==> src/rtl/mcpu_pkg.sv <==
// rtl/mcpu_pkg.sv - shared fetch-stage types and constants
package mcpu_pkg;

  // Fetch control: issuing a request, holding a returned word, or draining a squashed fetch
  typedef enum logic [1:0] {
    S_REQ   = 2'd0,
    S_HOLD  = 2'd1,
    S_DRAIN = 2'd2
  } fetch_state_t;

  localparam logic [31:0] RESET_PC_DEF  = 32'h0000_3000;
  localparam logic [31:0] NOP_INSTR_DEF = 32'h0000_0000;

endpackage

==> src/rtl/fetch_stage_if.sv <==
// rtl/fetch_stage_if.sv - instruction-memory request/response bundle
interface fetch_stage_if;

  logic        imem_req;
  logic [31:0] imem_addr;
  logic        imem_ready;
  logic [31:0] imem_rdata;

  modport master (output imem_req, output imem_addr, input imem_ready, input imem_rdata);
  modport slave  (input imem_req, input imem_addr, output imem_ready, output imem_rdata);

endinterface

==> src/rtl/if_id_reg.sv <==
// rtl/if_id_reg.sv - IF/ID pipeline register with hold/bubble/load select
module if_id_reg
  import mcpu_pkg::*;
#(
  parameter logic [31:0] NOP_INSTR = NOP_INSTR_DEF
) (
  input  logic        clk,
  input  logic        rst_n,
  input  logic        stall,
  input  logic        flush,
  input  logic        avail,
  input  logic [31:0] in_pc,
  input  logic [31:0] in_instr,
  output logic [31:0] ID_pc,
  output logic [31:0] ID_pc4,
  output logic [31:0] ID_instr,
  output logic        ID_valid,
  output logic [31:0] bubble_cnt
);

  logic [31:0] id_pc_q, id_pc_d;
  logic [31:0] id_pc4_q, id_pc4_d;
  logic [31:0] id_instr_q, id_instr_d;
  logic        id_valid_q, id_valid_d;
  logic [31:0] bubble_cnt_q, bubble_cnt_d;

  // Select hold / bubble / load; stall wins, then a taken redirect squashes, then a fetched word loads
  always_comb begin
    id_pc_d      = id_pc_q;
    id_pc4_d     = id_pc4_q;
    id_instr_d   = id_instr_q;
    id_valid_d   = id_valid_q;
    bubble_cnt_d = bubble_cnt_q;
    if (!stall) begin
      if (!flush && avail) begin
        id_pc_d    = in_pc;
        id_pc4_d   = in_pc + 32'd4;
        id_instr_d = in_instr;
        id_valid_d = 1'b1;
      end else begin
        id_instr_d   = NOP_INSTR;
        id_valid_d   = 1'b0;
        bubble_cnt_d = bubble_cnt_q + 32'd1;
      end
    end
  end

  // ID register state
  always_ff @(posedge clk or negedge rst_n) begin
    if (!rst_n) begin
      id_pc_q      <= 32'd0;
      id_pc4_q     <= 32'd0;
      id_instr_q   <= NOP_INSTR;
      id_valid_q   <= 1'b0;
      bubble_cnt_q <= 32'd0;
    end else begin
      id_pc_q      <= id_pc_d;
      id_pc4_q     <= id_pc4_d;
      id_instr_q   <= id_instr_d;
      id_valid_q   <= id_valid_d;
      bubble_cnt_q <= bubble_cnt_d;
    end
  end

  assign ID_pc      = id_pc_q;
  assign ID_pc4     = id_pc4_q;
  assign ID_instr   = id_instr_q;
  assign ID_valid   = id_valid_q;
  assign bubble_cnt = bubble_cnt_q;

endmodule

==> src/rtl/fetch_stage.sv <==
// rtl/fetch_stage.sv - PC, variable-latency imem fetch control and IF/ID register
module fetch_stage
  import mcpu_pkg::*;
#(
  parameter logic [31:0] RESET_PC  = RESET_PC_DEF,
  parameter logic [31:0] NOP_INSTR = NOP_INSTR_DEF
) (
  input  logic               clk,
  input  logic               rst_n,
  input  logic               stall,
  input  logic               redirect_valid,
  input  logic [31:0]        redirect_pc,
  fetch_stage_if.master      imem,
  output logic [31:0]        ID_pc,
  output logic [31:0]        ID_pc4,
  output logic [31:0]        ID_instr,
  output logic               ID_valid,
  output logic [31:0]        bubble_cnt
);

  fetch_state_t state_q, state_d;
  logic [31:0]  pc_q, pc_d;
  logic [31:0]  hold_q, hold_d;
  logic [31:0]  pend_q, pend_d;
  logic         redir_acc;
  logic         avail;
  logic [31:0]  in_instr;

  // Stalled redirects are ignored: hazard detect keeps unresolved branches stalled anyway
  assign redir_acc = redirect_valid & ~stall;
  assign avail     = ((state_q == S_REQ) & imem.imem_ready) | (state_q == S_HOLD);
  assign in_instr  = (state_q == S_HOLD) ? hold_q : imem.imem_rdata;

  assign imem.imem_req  = (state_q != S_HOLD);
  assign imem.imem_addr = pc_q;

  // Next fetch state and PC; a redirect without a response must wait out the in-flight fetch
  always_comb begin
    state_d = state_q;
    pc_d    = pc_q;
    hold_d  = hold_q;
    pend_d  = pend_q;
    case (state_q)
      S_REQ: begin
        if (redir_acc) begin
          if (imem.imem_ready) begin
            pc_d = redirect_pc;
          end else begin
            pend_d  = redirect_pc;
            state_d = S_DRAIN;
          end
        end else if (imem.imem_ready) begin
          if (!stall) begin
            pc_d = pc_q + 32'd4;
          end else begin
            hold_d  = imem.imem_rdata;
            state_d = S_HOLD;
          end
        end
      end
      S_HOLD: begin
        if (redir_acc) begin
          pc_d    = redirect_pc;
          state_d = S_REQ;
        end else if (!stall) begin
          pc_d    = pc_q + 32'd4;
          state_d = S_REQ;
        end
      end
      S_DRAIN: begin
        if (redir_acc) begin
          pend_d = redirect_pc;
        end
        if (imem.imem_ready) begin
          pc_d    = redir_acc ? redirect_pc : pend_q;
          state_d = S_REQ;
        end
      end
      default: begin
        state_d = S_REQ;
      end
    endcase
  end

  // Fetch-side state registers
  always_ff @(posedge clk or negedge rst_n) begin
    if (!rst_n) begin
      state_q <= S_REQ;
      pc_q    <= RESET_PC;
      hold_q  <= 32'd0;
      pend_q  <= 32'd0;
    end else begin
      state_q <= state_d;
      pc_q    <= pc_d;
      hold_q  <= hold_d;
      pend_q  <= pend_d;
    end
  end

  if_id_reg #(
    .NOP_INSTR (NOP_INSTR)
  ) u_if_id_reg (
    .clk        (clk),
    .rst_n      (rst_n),
    .stall      (stall),
    .flush      (redir_acc),
    .avail      (avail),
    .in_pc      (pc_q),
    .in_instr   (in_instr),
    .ID_pc      (ID_pc),
    .ID_pc4     (ID_pc4),
    .ID_instr   (ID_instr),
    .ID_valid   (ID_valid),
    .bubble_cnt (bubble_cnt)
  );

endmodule

==> src/flat_wrapper.sv <==
// flat-port wrapper written by rule: the top's interface ports become plain ports
module fetch_stage_flat import mcpu_pkg::*;
#(
  parameter logic [31:0] RESET_PC  = RESET_PC_DEF,
  parameter logic [31:0] NOP_INSTR = NOP_INSTR_DEF
)
  (clk, rst_n, stall, redirect_valid, redirect_pc, ID_pc, ID_pc4, ID_instr, ID_valid, bubble_cnt, imem_imem_req, imem_imem_addr, imem_imem_ready, imem_imem_rdata);
  fetch_stage_if imem_i ();
  input  logic clk;
  input  logic rst_n;
  input  logic stall;
  input  logic redirect_valid;
  input  logic [31:0] redirect_pc;
  output logic [31:0] ID_pc;
  output logic [31:0] ID_pc4;
  output logic [31:0] ID_instr;
  output logic ID_valid;
  output logic [31:0] bubble_cnt;
  output wire logic [$bits(imem_i.imem_req)-1:0] imem_imem_req;
  output wire logic [$bits(imem_i.imem_addr)-1:0] imem_imem_addr;
  input wire logic [$bits(imem_i.imem_ready)-1:0] imem_imem_ready;
  input wire logic [$bits(imem_i.imem_rdata)-1:0] imem_imem_rdata;
  assign imem_imem_req = imem_i.imem_req;
  assign imem_imem_addr = imem_i.imem_addr;
  assign imem_i.imem_ready = imem_imem_ready;
  assign imem_i.imem_rdata = imem_imem_rdata;
  fetch_stage #(.RESET_PC(RESET_PC), .NOP_INSTR(NOP_INSTR)) u_core (.clk(clk), .rst_n(rst_n), .stall(stall), .redirect_valid(redirect_valid), .redirect_pc(redirect_pc), .imem(imem_i), .ID_pc(ID_pc), .ID_pc4(ID_pc4), .ID_instr(ID_instr), .ID_valid(ID_valid), .bubble_cnt(bubble_cnt));
endmodule
==> config.mk <==
export PLATFORM = sky130hd
export DESIGN_NAME = fetch_stage_flat
export DESIGN_NICKNAME = d
export VERILOG_FILES = /design/src/rtl/mcpu_pkg.sv /design/src/rtl/fetch_stage_if.sv /design/src/rtl/if_id_reg.sv /design/src/rtl/fetch_stage.sv /design/src/flat_wrapper.sv
export SDC_FILE = /design/constraint.sdc
export NUM_CORES = 1
export LEC_CHECK = 0
export BUFFER_PORTS_ARGS = -buffer_cell sky130_fd_sc_hd__buf_2
export CAP_MARGIN = 20
export CORE_ASPECT_RATIO = 1.5
export CORE_MARGIN = 1.5
export CORE_UTILIZATION = 35
export DETAILED_ROUTE_END_ITERATION = 10
export GPL_TIMING_DRIVEN = 0
export PLACE_DENSITY = 0.63
export SYNTH_ARGS = -nofsm -noshare
export SYNTH_HDL_FRONTEND = slang
export SYNTH_HIERARCHICAL = 1
export SYNTH_SLANG_ARGS = --single-unit
export TNS_END_PERCENT = 5
==> constraint.sdc <==
create_clock -name clk -period 2.1 [get_ports clk]
set_clock_uncertainty 0.2 [all_clocks]
set_input_delay 0.105 -clock clk [delete_from_list [all_inputs] [get_ports clk]]
set_output_delay 0.105 -clock clk [all_outputs]
set_load 0.01 [all_outputs]
; After elaboration in Yosys (flattened, before gate mapping)
; Index checks and enable logic that the tools add are counted.
[op_classes]
eq_ne = 11
reduce_logical = 11
addsub = 2
n_bitwise = 6
mux = 22
[ops]
columns = cell, n
row1 = 2-to-1 mux 32 bit, 11
row2 = one-hot mux 32 bit (3 select lines), 1
row3 = one-hot mux 32 bit (2 select lines), 1
row4 = "adder 32 x 1 -> 32 bit, second input constant", 1
row5 = "adder 32 x 3 -> 32 bit, second input constant", 1
row6 = 2-to-1 mux 2 bit, 7
row7 = "!= test 3 x 2 -> 1 bit, second input constant", 3
row8 = "!= test 2 bit, second input constant", 3
row9 = one-hot mux 2 bit (3 select lines), 1
row10 = AND reduction 3 bit, 2
row11 = AND reduction 5 bit, 1
row12 = "!= test 2 x 1 -> 1 bit, second input constant", 2
row13 = AND reduction 2 bit, 2
row14 = AND reduction 4 bit, 1
row15 = "!= test 3 bit, second input constant", 1
row16 = NOT 1 bit, 3
row17 = nonzero test 3 bit, 1
row18 = AND 1 bit, 2
row19 = "== test 2 x 1 -> 1 bit, second input constant", 1
row20 = "== test 2 bit, second input constant", 1
row21 = zero test 2 bit, 1
row22 = nonzero test 2 bit, 1
row23 = logical AND 1 bit, 1
row24 = zero test 1 bit, 1
row25 = 2 further kinds, 2
[word_totals]
wordCells = 61
out_inout_bits = 162
ff_bits = 227

; Depth between registers and ports, before layout
[depth]
ltp_word = 6
depth_mapped = 10
depth_no_buf = 7

; Hierarchy
; The synthesis kept the hierarchy.
[modules_own_cells]
columns = mod, seq_area_each_um2, cells_per_inst, instances, area_per_inst_um2
row1 = if_id_reg, 3178.0, 525, 1, 5480.3
row2 = fetch_stage, 2454.9, 470, 1, 5157.4

; Least setup slack after synthesis
; OpenSTA, ideal clock, no wires.
[synth_path]
path_type = input-to-reg
from = input port stall
to = register u_core.u_if_id_reg.bubble_cnt_q[9] (netlist: u_core/u_if_id_reg/bubble_cnt[9])
path_slack_ns = -0.343
arrival_ns = 2.116
path_stages = 9
required_time_ns = 1.773
n_path_buf = 2
setup_time_ns = 0.127
path_cell_list = nand2b_1 -> inv_1 -> buf_1 -> clkbuf_1 -> nor2b_1 -> or3_2 -> nor2_1 -> nand3_1 -> xnor2_1
[synth_via]
elab_chain_len = 6
[synth_lines]
columns = element, line
row1 = "start, declared", flat_wrapper.sv:11  ; input logic stall;
row2 = NOT 1 bit (no source line), n/a
row3 = AND 1 bit, fetch_stage.sv:30  ; assign redir_acc = redirect_valid & ~stall;
row4 = net u_core.redir_acc, fetch_stage.sv:25  ; logic redir_acc;
row5 = zero test 1 bit, if_id_reg.sv:35  ; if (!flush && avail) begin
row6 = logical AND 1 bit, if_id_reg.sv:35
row7 = NOT 1 bit (no source line), n/a
row8 = AND reduction 2 bit (no source line), n/a
row9 = "end signal, assigned", if_id_reg.sv:61  ; bubble_cnt_q <= bubble_cnt_d;
row10 = "end, declared", if_id_reg.sv:25  ; logic [31:0] bubble_cnt_q, bubble_cnt_d;
; The timed path passes the listed nets, and every way through them passes these cells.
; A chain may end at the register's enable or synchronous reset.

; Worst setup path in the final report
[layout_path]
from = register u_core.pc_q[12] (netlist: u_core/imem.imem_addr[12])
to = register u_core.pc_q[22] (netlist: u_core/imem.imem_addr[22])
[layout_via]
elab_chain_len = 5
elab_cells_between_ends = 6
classes_between = add/sub: 1 / mux: 5
[layout_lines]
columns = element, line
row1 = "start, declared", fetch_stage.sv:22  ; logic [31:0] pc_q, pc_d;
row2 = "start signal, assigned", fetch_stage.sv:94  ; pc_q <= pc_d;
row3 = adder 32 x 3 -> 32 bit *, "fetch_stage.sv:54, fetch_stage.sv:66"
row4 = 2-to-1 mux 32 bit *, "fetch_stage.sv:53, fetch_stage.sv:65"
row5 = 2-to-1 mux 32 bit, fetch_stage.sv:52  ; end else if (imem.imem_ready) begin
row6 = 2-to-1 mux 32 bit, fetch_stage.sv:45  ; if (redir_acc) begin
row7 = one-hot mux 32 bit (3 select lines) *, fetch_stage.sv:43  ; case (state_q)
; Every way passes the cells marked *; elsewhere a longest branch is shown, timed or not. The select of a mux whose other input is x is not followed.

==> results.sh <==
export IMPL_start_util_pct=35.4
export IMPL_postSynth_asyncResetShare_pct=100
export IMPL_grt_max_degree=121
export IMPL_grtUsageMet2_pct=38.9
export IMPL_n_fill_cell=2862
export IMPL_worst_slack_ns=-0.0582
export IMPL_rows=78
export IMPL_nets=1417
export IMPL_grt_most_used_layer="met2"
export IMPL_path_class="reg2reg"
export IMPL_cts_buffers=24
export IMPL_dp_hpwl_um=24000
export IMPL_fmax_ghz=0.463
export IMPL_ant_nets=0
export IMPL_root_buffer="clkbuf_16"
export IMPL_grt_pass1_wl_um=52600
export IMPL_path_clk_slew_ns=0.07
export IMPL_netlist_instances=995
export IMPL_synth_cell_types=63
export IMPL_clkLatencyLatePin_ns=0.53
export IMPL_critical_path_startpoint_type="flip-flop"
export IMPL_viasPerCell=5.24
export IMPL_drv_cap=0
export IMPL_syn_nets=1067
export IMPL_wl_per_cell_um=19.5
export IMPL_synth_area_mm2=0.0106
export IMPL_syn_area_per_cell_um2=10.7
export IMPL_cts_sinks=225
export IMPL_grt_pass1_vias=9286
export IMPL_drc=0
export IMPL_grt_ovfl_total=0
export IMPL_max_slew_margin_pct=44.0
export IMPL_io_buffers=230
export IMPL_synth_compound_area_share_pct=11.5
export IMPL_dr_pass1_iters=5
export IMPL_final_core_util_pct=48.1
export IMPL_ys_ff_latch=225
export IMPL_die_y_um=217
export IMPL_wl_um=34300
export IMPL_drive_above_1_share_pct=37.6
export IMPL_h_tree_depth=1
export IMPL_synth_xor_area_share_pct=5.10
export IMPL_synth_edf_count=0
export IMPL_rsz0062_at_grt="yes"
export IMPL_slew_viol_final=0
export IMPL_peakVddDrop_v=0.000585
export IMPL_hold_violations=2
export IMPL_required_ns=2.30
export IMPL_status="complete, but fails checks"
export IMPL_io_pins=231
export IMPL_synthAdderAreaFrac_pct=0.353
export IMPL_worst_pin_slew_ns=0.840
export IMPL_hold_path_class="in2async"
export IMPL_hold_ws_ns=-0.00257
export IMPL_synthMuxAreaShare_pct=10.7
export IMPL_critPathCaptureType="flip-flop"
export IMPL_grt_use_total_pct=21.3
export IMPL_setup_tns_ns=-0.419
export IMPL_violations="negative hold slack, negative setup slack"
export IMPL_drt_initial_drc_count=604
export IMPL_via_count=9219
export IMPL_seq_area_frac_synth_pct=53.0
export IMPL_use_met1_pct=24.2
export IMPL_synth_warnings=6
export IMPL_leakagePower_nw=6.76
export IMPL_period_needed_ns=2.16
export IMPL_dpl_worst_slack_ns=-1.03
export IMPL_dieArea_mm2=0.0315
export IMPL_grt_use_met3_pct=2.95
export IMPL_place_congestion=0.912
export IMPL_power_density_mw_per_mm2=1040
export IMPL_arrival_ns=2.35
export IMPL_synthSimpleGateAreaFrac_pct=16.8
export IMPL_finalSetupViolCount=19
export IMPL_synthFlopType="dfrtp_1"
export IMPL_area_delta_synth_final_pct=35.9
export IMPL_timing_final_crit_share_pct=103
export IMPL_reg2regPathDepth=7
export IMPL_cts_buffer_depth=3
export IMPL_coreArea_mm2=0.0301
export IMPL_antenna_found_initial=0
export IMPL_cts_tree="built"
export IMPL_antenna_cells=0
export IMPL_die_w_um=145
export IMPL_synth_top_family_by_area="simple AND/OR/NAND/NOR gates"
export IMPL_crit_fanout=5
==> final timing paths <==
path	startpoint	end	slack [ns]
worst max register to register	u_core/imem.imem_addr[12]	u_core/imem.imem_addr[22]	-0.06
worst max-delay path	u_core/imem.imem_addr[12]	u_core/imem.imem_addr[22]	-0.06
min in group clk	stall	u_core/u_if_id_reg/ID_pc4[31]	0.03
max in group asynchronous	rst_n	u_core/imem.imem_addr[25]	0.58
worst min-delay path	rst_n	u_core/u_if_id_reg/bubble_cnt[26]	-0.003
worst min register to register	u_core/u_if_id_reg/ID_pc[25]	u_core/u_if_id_reg/ID_pc[25]	0.27
==> metrics by stage <==
step	instance area, um2	power (mW)	std cells
2_1_floorplan	10700	8.12	995
3_3_place_gp	12300	9.80	1625
3_5_place_dp	12300	9.92	1626
4_1_cts	14100	14.9	1745
5_1_grt	14500	15.8	1761
6_report	14500	15.0	1761
==> where the power goes <==
part / internal (mW) / switching (mW) / leakage [nW] / total [mW]
registers: 5.34 / 1.02 / 2.75 / 6.37
logic: 1.81 / 2.13 / 3.58 / 3.94
clock network: 2.86 / 1.85 / 0.424 / 4.70
total: 10.0 / 4.99 / 6.76 / 15.0
==> Yosys cell counts, types with 4 or more instances <==
cell type | number | share of area [%]
mux2i_1 | 5 | 0.47
mux2_2 | 96 | 10
buf_2 | 17 | 0.80
xor2_1 | 29 | 2.4
a31oi_1 | 7 | 0.41
nand3_1 | 38 | 1.8
o311ai_0 | 4 | 0.33
nor3_1 | 14 | 0.66
nand4_1 | 27 | 1.6
nor4_4 | 4 | 0.80
inv_1 | 7 | 0.25
clkbuf_1 | 31 | 1.1
a22o_1 | 41 | 3.4
or3_1 | 4 | 0.24
a21oi_1 | 35 | 1.6
and4_1 | 8 | 0.66
dfrtp_1 | 223 | 52
a22oi_1 | 4 | 0.28
nor4_1 | 5 | 0.29
nor2_1 | 38 | 1.3
xnor2_1 | 33 | 2.7
o21ai_0 | 54 | 2.5
nand2_1 | 174 | 6.1
o22a_1 | 4 | 0.33
nor2b_1 | 5 | 0.29
a211oi_1 | 5 | 0.35
and3_1 | 14 | 0.82
o22ai_1 | 8 | 0.47
==> placed cells by master (no fill, tap or decap), types with 34 or more instances in the layout <==
cell type      netlist  layout
mux2_2              96      96
buf_4                3      36
a21oi_1             35      34
nand2_1            174     171
dlygate4sd3_1        0      69
dfrtp_1            223     200
buf_2               17     241
nand3_1             38      36
a22o_1              41      41
o21ai_0             54      50
==> cells by family after synthesis <==
group | count (synthesis)
simple gates | 356
flops | 225
compound gates | 185
mux | 102
xor+xnor | 62
buf+inv | 62
fa+ha+maj | 3
==> what timing repair did <==
| item | CTS | global route |
|---|---|---|
| setup endpoints to repair | 213 | 204 |
| pin swaps | 11 | 20 |
| resized for setup | 66 | 78 |
| cloned | 0 | 0 |
| hold buffers | 69 | 0 |
| hold endpoints to repair | 241 | 0 |
| buffers inserted | 8 | 17 |
==> worst max-delay path: stages (launching register included) <==
cell,delay [ns]
dfstp_2,0.61
nand4_4,0.19
nor4_4,0.29
buf_4,0.20
buf_6,0.12
nand2_4,0.06
o211ai_1,0.23
o311ai_1,0.14
==> per-layer routing <==
layer  vias to the layer above  part of all wire, %
met5                         -                    0
met4                         0                  4.4
met3                        82                  4.8
met2                       338                   52
met1                      4540                   39
li1                       4259                    -
==> flip-flops by register name, summed over array words and instances (netlist names) <==
signal / count
u_core/u_if_id_reg/ID_pc: 32
u_core/u_if_id_reg/ID_instr: 32
u_core/imem.imem_addr: 32
u_core/u_if_id_reg/ID_pc4: 30
u_core/hold_q: 32
u_core/pend_q: 32
u_core/state_q: 2
u_core/u_if_id_reg/bubble_cnt: 32
u_core/u_if_id_reg/ID_valid: 1
==> final cells by class <==
type                       count  area [um2]  area share, %
sequential                   225        5670           39.2
multi-input combinational    708        4980           34.4
timing repair buffer         325        2070           14.3
clock buffer                  29         661           4.57
tap                          400         500           3.46
buffer                        54         348           2.41
clock inverter                13         200           1.38
inverter                       7        26.3          0.182
(Power assumes the default switching activity.)
